File: src/rtl/warmboot_seq.sv
// Sequences a bootloader boot request into SB_WARMBOOT: waits for a quiet SPI/USB bus,
// then settles S1/S0 before a fixed-width BOOT pulse. Terminal until reset.
module warmboot_seq #(
    parameter int          DELAY_CYCLES  = 48000,
    parameter int          PULSE_CYCLES  = 16,
    parameter logic [1:0]  IMAGE_DEFAULT = 2'b01
) (
    input  logic       clk,
    input  logic       reset,
    input  logic       boot_req,
    input  logic [1:0] image_sel,
    input  logic       spi_cs,
    input  logic       usb_tx_en,
    output logic       wb_s1,
    output logic       wb_s0,
    output logic       wb_boot,
    output logic       busy
);

    localparam logic [2:0] IDLE  = 3'd0;
    localparam logic [2:0] QUIET = 3'd1;
    localparam logic [2:0] SETUP = 3'd2;
    localparam logic [2:0] PULSE = 3'd3;
    localparam logic [2:0] DONE  = 3'd4;

    localparam int QCNT_W = $clog2(DELAY_CYCLES + 1);
    localparam int PH_MAX = (PULSE_CYCLES > 2) ? PULSE_CYCLES : 2;
    localparam int PH_W   = $clog2(PH_MAX + 1);

    localparam logic [QCNT_W-1:0] QCNT_LAST      = QCNT_W'(DELAY_CYCLES - 1);
    localparam logic [PH_W-1:0]   PH_SETUP_LAST  = PH_W'(1);
    localparam logic [PH_W-1:0]   PH_PULSE_LAST  = PH_W'(PULSE_CYCLES - 1);

    logic [2:0]        state_q, state_d;
    logic [QCNT_W-1:0] qcnt_q, qcnt_d;
    logic [PH_W-1:0]   ph_q, ph_d;
    logic [1:0]        img_q, img_d;
    logic              req_q;
    logic              wb_boot_q, wb_boot_d;
    logic [1:0]        sel_q, sel_d;
    logic              busy_q, busy_d;

    logic req_rise;
    logic quiet;

    assign req_rise = boot_req & ~req_q;
    assign quiet    = spi_cs & ~usb_tx_en;

    always_ff @(posedge clk or posedge reset) begin
        if (reset) begin
            state_q   <= IDLE;
            qcnt_q    <= '0;
            ph_q      <= '0;
            img_q     <= IMAGE_DEFAULT;
            req_q     <= 1'b0;
            wb_boot_q <= 1'b0;
            sel_q     <= IMAGE_DEFAULT;
            busy_q    <= 1'b0;
        end else begin
            state_q   <= state_d;
            qcnt_q    <= qcnt_d;
            ph_q      <= ph_d;
            img_q     <= img_d;
            req_q     <= boot_req;
            wb_boot_q <= wb_boot_d;
            sel_q     <= sel_d;
            busy_q    <= busy_d;
        end
    end

    always_comb begin
        state_d = state_q;
        qcnt_d  = qcnt_q;
        ph_d    = ph_q;
        img_d   = img_q;
        case (state_q)
            IDLE: begin
                if (req_rise) begin
                    img_d   = image_sel;
                    qcnt_d  = '0;
                    state_d = QUIET;
                end
            end
            QUIET: begin
                // Any bus activity restarts the whole quiet interval.
                if (!quiet) begin
                    qcnt_d = '0;
                end else if (qcnt_q == QCNT_LAST) begin
                    qcnt_d  = '0;
                    ph_d    = '0;
                    state_d = SETUP;
                end else if (qcnt_q != {QCNT_W{1'b1}}) begin
                    qcnt_d = qcnt_q + 1'b1;
                end
            end
            SETUP: begin
                if (ph_q == PH_SETUP_LAST) begin
                    ph_d    = '0;
                    state_d = PULSE;
                end else begin
                    ph_d = ph_q + 1'b1;
                end
            end
            PULSE: begin
                if (ph_q == PH_PULSE_LAST) begin
                    ph_d    = '0;
                    state_d = DONE;
                end else begin
                    ph_d = ph_q + 1'b1;
                end
            end
            DONE: begin
                state_d = DONE;
            end
            default: begin
                state_d = IDLE;
            end
        endcase
    end

    // Outputs lag the state by one register so selects lead BOOT by the full SETUP time.
    always_comb begin
        wb_boot_d = (state_q == PULSE);
        sel_d     = (state_q == SETUP) ? img_q : sel_q;
        busy_d    = (state_d != IDLE);
    end

    assign wb_boot = wb_boot_q;
    assign wb_s1   = sel_q[1];
    assign wb_s0   = sel_q[0];
    assign busy    = busy_q;

endmodule

File: config.mk
export PLATFORM = sky130hd
export DESIGN_NAME = warmboot_seq
export DESIGN_NICKNAME = d
export VERILOG_FILES = /design/src/rtl/warmboot_seq.sv
export SDC_FILE = /design/constraint.sdc
export NUM_CORES = 1
export LEC_CHECK = 0
export CORE_MARGIN = 2
export CORE_UTILIZATION = 40
export CTS_BUF_LIST = sky130_fd_sc_hd__clkbuf_16
export DETAILED_ROUTE_END_ITERATION = 6
export PLACE_DENSITY_LB_ADDON = 0.3
export SLEW_MARGIN = 10
export SYNTH_ARGS = -nofsm -noshare
export SYNTH_HDL_FRONTEND = slang
export SYNTH_SLANG_ARGS = --single-unit
File: constraint.sdc
create_clock -name clk -period 2.07 [get_ports clk]
set_input_delay 0.621 -clock clk [delete_from_list [all_inputs] [get_ports clk]]
set_output_delay 0.621 -clock clk [all_outputs]
set_load 0.05 [all_outputs]
==> results of run 1 <==
==> sequential cells by signal (all words and copies together), names as in the netlist <==
register	flops
busy	1
img_q	2
ph_q	5
qcnt_q	16
req_q	1
sel_q	2
state_q	3
wb_boot	1
==> synth_stat cells, types with 3 or more instances <==
library cell and count:
dfrtp_1 29, nand2_1 14, nand3_1 14, nor2_2 9, xnor2_1 9, inv_1 8
nor2_1 8, o21ai_0 7, a211oi_1 6, a21oi_1 5, ha_1 5, o21ai_1 5
mux2_2 4, nand4_1 4, a31oi_1 3, and4_1 3, clkbuf_1 3, nor2b_1 3
or3_1 3
==> layout make-up <==
cell class                      instances  area (sq um)
Clock inverter                          3          11.3
Timing Repair Buffer                   33           275
Multi-Input combinational cell        135           965
Sequential cell                        31           778
Tap cell                               52          65.1
Inverter                                8          30.0
Clock buffer                            5           125
Fill cell                             394          2070
==> per-layer routing <==
metal / track usage / vias up / share of wire
met5: 0 / - / 0
met2: 0.288 / 30 / 0.50
li1: - / 725 / -
met3: 0.0356 / 15 / 0.026
met1: 0.215 / 734 / 0.44
met4: 0.0922 / 0 / 0.036
==> report_power, final <==
group / switching [mW] / internal [mW]
registers: 0.000404 / 0.608
logic: 0.0160 / 0.0147
clock network: 0.244 / 0.431
==> metrics by stage <==
step	TNS, ns	cell area [sq um]
after floorplan	0	1790
after global placement	-2.26	2090
after detailed placement	-2.59	2090
after CTS	0	2230
after global routing	-0.0170	2250
final	0	2250
==> final timing paths <==
check                      slack [ns]                     end  cells past startpoint                  start
max in group asynchronous        1.03    sel_q[0]$_DFFE_PP1P_                      3                  reset
min in group asynchronous        0.73     ph_q[2]$_DFFE_PP0P_                      3                  reset
setup reg to reg                 0.11     ph_q[3]$_DFFE_PP0P_                      6  qcnt_q[7]$_DFFE_PP0P_
hold reg to reg                  0.51    sel_q[1]$_DFFE_PP0P_                      1   sel_q[1]$_DFFE_PP0P_
setup / recovery                 0.07  qcnt_q[10]$_DFFE_PP0P_                      7              usb_tx_en
hold / removal                   0.51    sel_q[1]$_DFFE_PP0P_                      1   sel_q[1]$_DFFE_PP0P_
==> critical path: stages <==
cell and delay (ns):
clkdlybuf4s50_1 0.48, and3b_1 0.21, and2_0 0.19, buf_4 0.18
a211oi_1 0.27, xnor2_1 0.17, nor2_2 0.04
==> cell families after synthesis <==
family,Yosys count,synth area share
buffers and inverters,14,0.0371
multiplexers,5,0.0308
flip-flops,31,0.436
AO/OA/AOI/OAI,40,0.158
AND/OR/NAND/NOR,76,0.260
adder cells (fa/ha/maj),5,0.0350
XOR/XNOR,9,0.0441
==> timing repair <==
| action | CTS | global route |
|---|---|---|
| resized for setup | 0 | 5 |
| hold endpoints to repair | 0 | 0 |
| setup buffers | 0 | 0 |
| setup endpoints to repair | 0 | 12 |
==> impl_results.md, run 1 <==
* Remaining Overflow, GRT at 0
* DIE AREA at 5020 sq um
* Die Wd at 70.8 um
* Final-report hold violation count at 0
* ANT nets after route at 0
* Clk buf depth at 2
* Tot Pwr at 1.31 mW
* Max transition margin at 0.634
* Setup Viol. Count Final at 0
* Routed wire length at 3940 um
* Core area at 4320 sq um
* Vert. Die Dim at 70.8 um
* Setup CP Type: primary input to flip-flop
* Final HPWL DP at 3020 um
* Mapped cell area at 1790 sq um
* Tot GR Track Use at 0.174
* Pwr dens at 584 nW/um^2
* Peak supply drop at 0.000416 V
* DRC at 0
* Vias per Instance at 5.63
* Row count at 24
* PortBufs at 10
* Most common flop cell mapped by yosys: dfrtp_1
* Crit path arrival time at 2.16 ns
* Most frequent standard cell in the layout excluding fill and tap cells: dfrtp_1
* Final Non-Filler Cells at 267
* Max H-tree Level at 2
* Vias after detailed routing at 1504
* Register area share after synthesis at 0.436
* Setup WS post-layout at 0.0744 ns
* HP Class: flip-flop to flip-flop
* Top cells by area, synth: dfrtp_1 41%, xnor2_1 4.4%, nand3_1 3.9%
* Layout cells sized above 1 at 0.298
* Required @ worst endpoint at 2.23 ns
* Unique cell type count in the Yosys netlist at 50
* MaxCap Viol Count at 0
* Number of synthesized flops with an enable pin at 0
* Ys Warns at 0
* Final core occ at 0.520
* Final Skew at 0.00283 ns
* Status: complete, no violations
* Drt wl/cell at 14.7 um
* Synth async-reset ratio at 1.00
* TritonCTS Sinks at 31
* TritonCTS Buffers at 5
* Iter 0 DRT Violations at 86
* Lkg Pwr at 0.936 nW
* Unrepaired setup endpoints after global routing: true
* Setup crit end kind: flip-flop
* Post-layout min period at 2.00 ns
* Antenna diodes at 0
* Most frequent cells in the layout: 29 x dfrtp_1, 26 x buf_4, 14 x nand2_1, 14 x nand3_1
* Synth Net Count at 192
* Clock-pin slew on the worst setup and hold paths at 0.05 ns
* Cells after synthesis at 180
* Crit-path max FO at 7
* Initial antenna violation count at 0
* Max-slew violations at 0
* Vias in the first global route at 1573
* Worst slew pin tran at 0.545 ns
* Post-synth top area share at 0.406
* Syn Area/Cell at 9.93 sq um
* First-pass GRT wire length at 7090 um
* Pre-CTS WS at -0.238 ns
* Part of the cycle the worst path needs at 0.964
* Fin Hold WS at 0.508 ns
* FMAX at 0.501 GHz
* Largest net degree at the start of global routing at 32
* Area grow syn2layout at 25.9%
* Final Wtd Congestion at 0.946
* Starting Density at 0.413
* Worst-Skew Late Latency at 0.27 ns
* CP startpoint kind: primary input
* Dominant cell type by area after synthesis: dfrtp_1
* Placed Instances at 259
* Synthesized flop and latch total at 31
* Final Net Count at 226
* CTS tree: built
* IO Count at 11
* DR pass1 iterations at 4
* CTS Hold Bufs at 0
* Clock root cell: clkbuf_16
No activity file was read; power rests on OpenSTA's default activity.
==> run 2: changes to the inputs <==
Clock period 2.07 ns to 2.5 ns, I/O delays scaled along.
==> run 2 against run 1 <==
Net effect: sequential power shrank 17%; final area shrank 2.8%; die area is the same; combinational power shrank 7.2%; power shrank 8.6%; flip-flop and latch count is the same; clock skew grew 0.0064 ns; clock-buffer cell count is the same; first-iteration DRC count shrank 45%; register-to-register slack gained 0.31 ns; non-clock buffer count shrank 12; critical path depth shrank 6; highest routed layer unchanged.
==> impl_results.md, run 2 (synthesis results as in run 1) <==
* Crit path arrival time at 1.62 ns
* Tot GR Track Use at 0.168
* DRC at 0
* Status: complete, no violations
* Reg with most FFs: qcnt_q
* Remaining Overflow, GRT at 0
* Final Skew at 0.00918 ns
* Antenna diodes at 0
* Row count at 24
* HP Class: flip-flop to flip-flop
* TritonCTS Sinks at 31
* Setup CP Type: flip-flop to output pin
* Worst-Skew Late Latency at 0.28 ns
* Worst slew pin tran at 0.642 ns
* Most frequent standard cell in the layout excluding fill and tap cells: dfrtp_1
* Unrepaired setup endpoints after global routing: false
* Lkg Pwr at 0.887 nW
* FMAX at 0.423 GHz
* PortBufs at 10
* Final instance area at 2190 sq um
* Slowest CP cell: clkdlybuf4s50_1
* Clock-pin slew on the worst setup and hold paths at 0.05 ns
* Final-report hold violation count at 0
* Starting Density at 0.413
* Post-CTS Setup Inserts at 0
* Vias after detailed routing at 1427
* Layout cells sized above 1 at 0.217
* First-pass GRT wire length at 6720 um
* Largest registers: qcnt_q: 16 flops, ph_q: 5 flops, state_q: 3 flops
* CP delay by family, top: buffers and inverters
* Max transition margin at 0.569
* Final HPWL DP at 2770 um
* ANT nets after route at 0
* Area grow syn2layout at 22.3%
* Clk buf depth at 2
* Peak supply drop at 0.000307 V
* Crit-path max FO at 2
* Post-layout min period at 2.37 ns
* Vert. Die Dim at 70.8 um
* DR pass1 iterations at 4
* Largest net degree at the start of global routing at 21
* Part of the cycle the worst path needs at 0.947
* Initial antenna violation count at 0
* Most frequent cells in the layout: 29 x dfrtp_1, 14 x nand2_1, 14 x nand3_1, 10 x inv_1, 10 x clkdlybuf4s50_1
* Pwr dens at 549 nW/um^2
* TritonCTS Buffers at 5
* Reg-to-reg setup timing slack at 0.42 ns
* Drt wl/cell at 14.7 um
* Die Wd at 70.8 um
* Crit path buf inv count at 1
* CTS Hold Bufs at 0
* Critical path's largest stage delay at 0.81 ns
* Core area at 4320 sq um
* Max H-tree Level at 2
* Routed wire length at 3740 um
* Max-slew violations at 0
* Clock root cell: clkbuf_16
* Max reg flops at 16
* Setup_tns at 0 ns
* MaxCap Viol Count at 0
* Final Wtd Congestion at 0.798
* Vias in the first global route at 1483
* CTS resizes at 0
* Final Net Count at 214
* Crit-path cells: clkdlybuf4s50_1
* CP startpoint kind: flip-flop
* Required @ worst endpoint at 1.75 ns
* Setup crit end kind: output pin
* CTS tree: built
* DIE AREA at 5020 sq um
* Iter 0 DRT Violations at 47
* IO Count at 11
* Vias per Instance at 5.60
* Placed inst area at 2020 sq um
* Setup Viol. Count Final at 0
==> run 2: changes by cell type in the layout (fill, tap and decap cells not counted), moves of 2 or more <==
cell | before | now
buf_4 | 26 | 9
a211oi_1 | 2 | 6
a211oi_2 | 4 | 0
clkdlybuf4s50_1 | 6 | 10
clkinv_1 | 2 | 0
==> run 2: cell type report <==
cell class	count	area, sq um
Clock buffer	5	125
Fill cell	398	2140
Sequential cell	31	778
Multi-Input combinational cell	135	942
Clock inverter	3	37.5
Timing Repair Buffer	21	208
Inverter	8	30.0
Tap cell	52	65.1
==> run 2: per-layer routing <==
| layer | vias up | wire length, um | global-route usage |
|---|---|---|---|
| met4 | 0 | 47 | 0.0566 |
| met2 | 13 | 1920 | 0.280 |
| met5 | - | 0 | 0 |
| met3 | 4 | 80 | 0.0427 |
| met1 | 706 | 1690 | 0.213 |
| li1 | 704 | - | - |
==> run 2: power by group <==
| group | total (mW) | internal, mW | switching (mW) | leakage [nW] |
|---|---|---|---|---|
| clock network | 0.669 | 0.461 | 0.207 | 0.0864 |
| logic | 0.0285 | 0.0139 | 0.0146 | 0.388 |
| registers | 0.504 | 0.504 | 0.000226 | 0.413 |
| total | 1.20 | 0.979 | 0.222 | 0.887 |
==> run 2: final timing paths <==
kind / endpoint / startpoint / depth (start not counted)
worst max-delay path: wb_s0 / sel_q[0]$_DFFE_PP1P_ / 1
worst min-delay path: img_q[1]$_DFFE_PP0P_ / img_q[1]$_DFFE_PP0P_ / 1
worst max register to register: qcnt_q[2]$_DFFE_PP0P_ / qcnt_q[0]$_DFFE_PP0P_ / 7
worst min register to register: img_q[1]$_DFFE_PP0P_ / img_q[1]$_DFFE_PP0P_ / 1
max in group asynchronous: qcnt_q[0]$_DFFE_PP0P_ / reset / 3
min in group asynchronous: ph_q[3]$_DFFE_PP0P_ / reset / 2
==> run 2: metrics by stage <==
| stage | util | hold WS, ns | setup WS, ns | power [mW] | cells |
|---|---|---|---|---|---|
| floorplan | - | 0.475 | 0.580 | 0.522 | 180 |
| detailed placement | 0.468 | 0.528 | 0.0121 | 0.541 | 247 |
| finish | 0.505 | 0.540 | 0.133 | 1.20 | 255 |
| global route | 0.505 | 0.556 | 0.110 | 1.24 | 255 |
| global placement | 0.468 | 0.489 | 0.0360 | 0.540 | 247 |
| CTS | 0.505 | 0.542 | 0.130 | 1.21 | 255 |
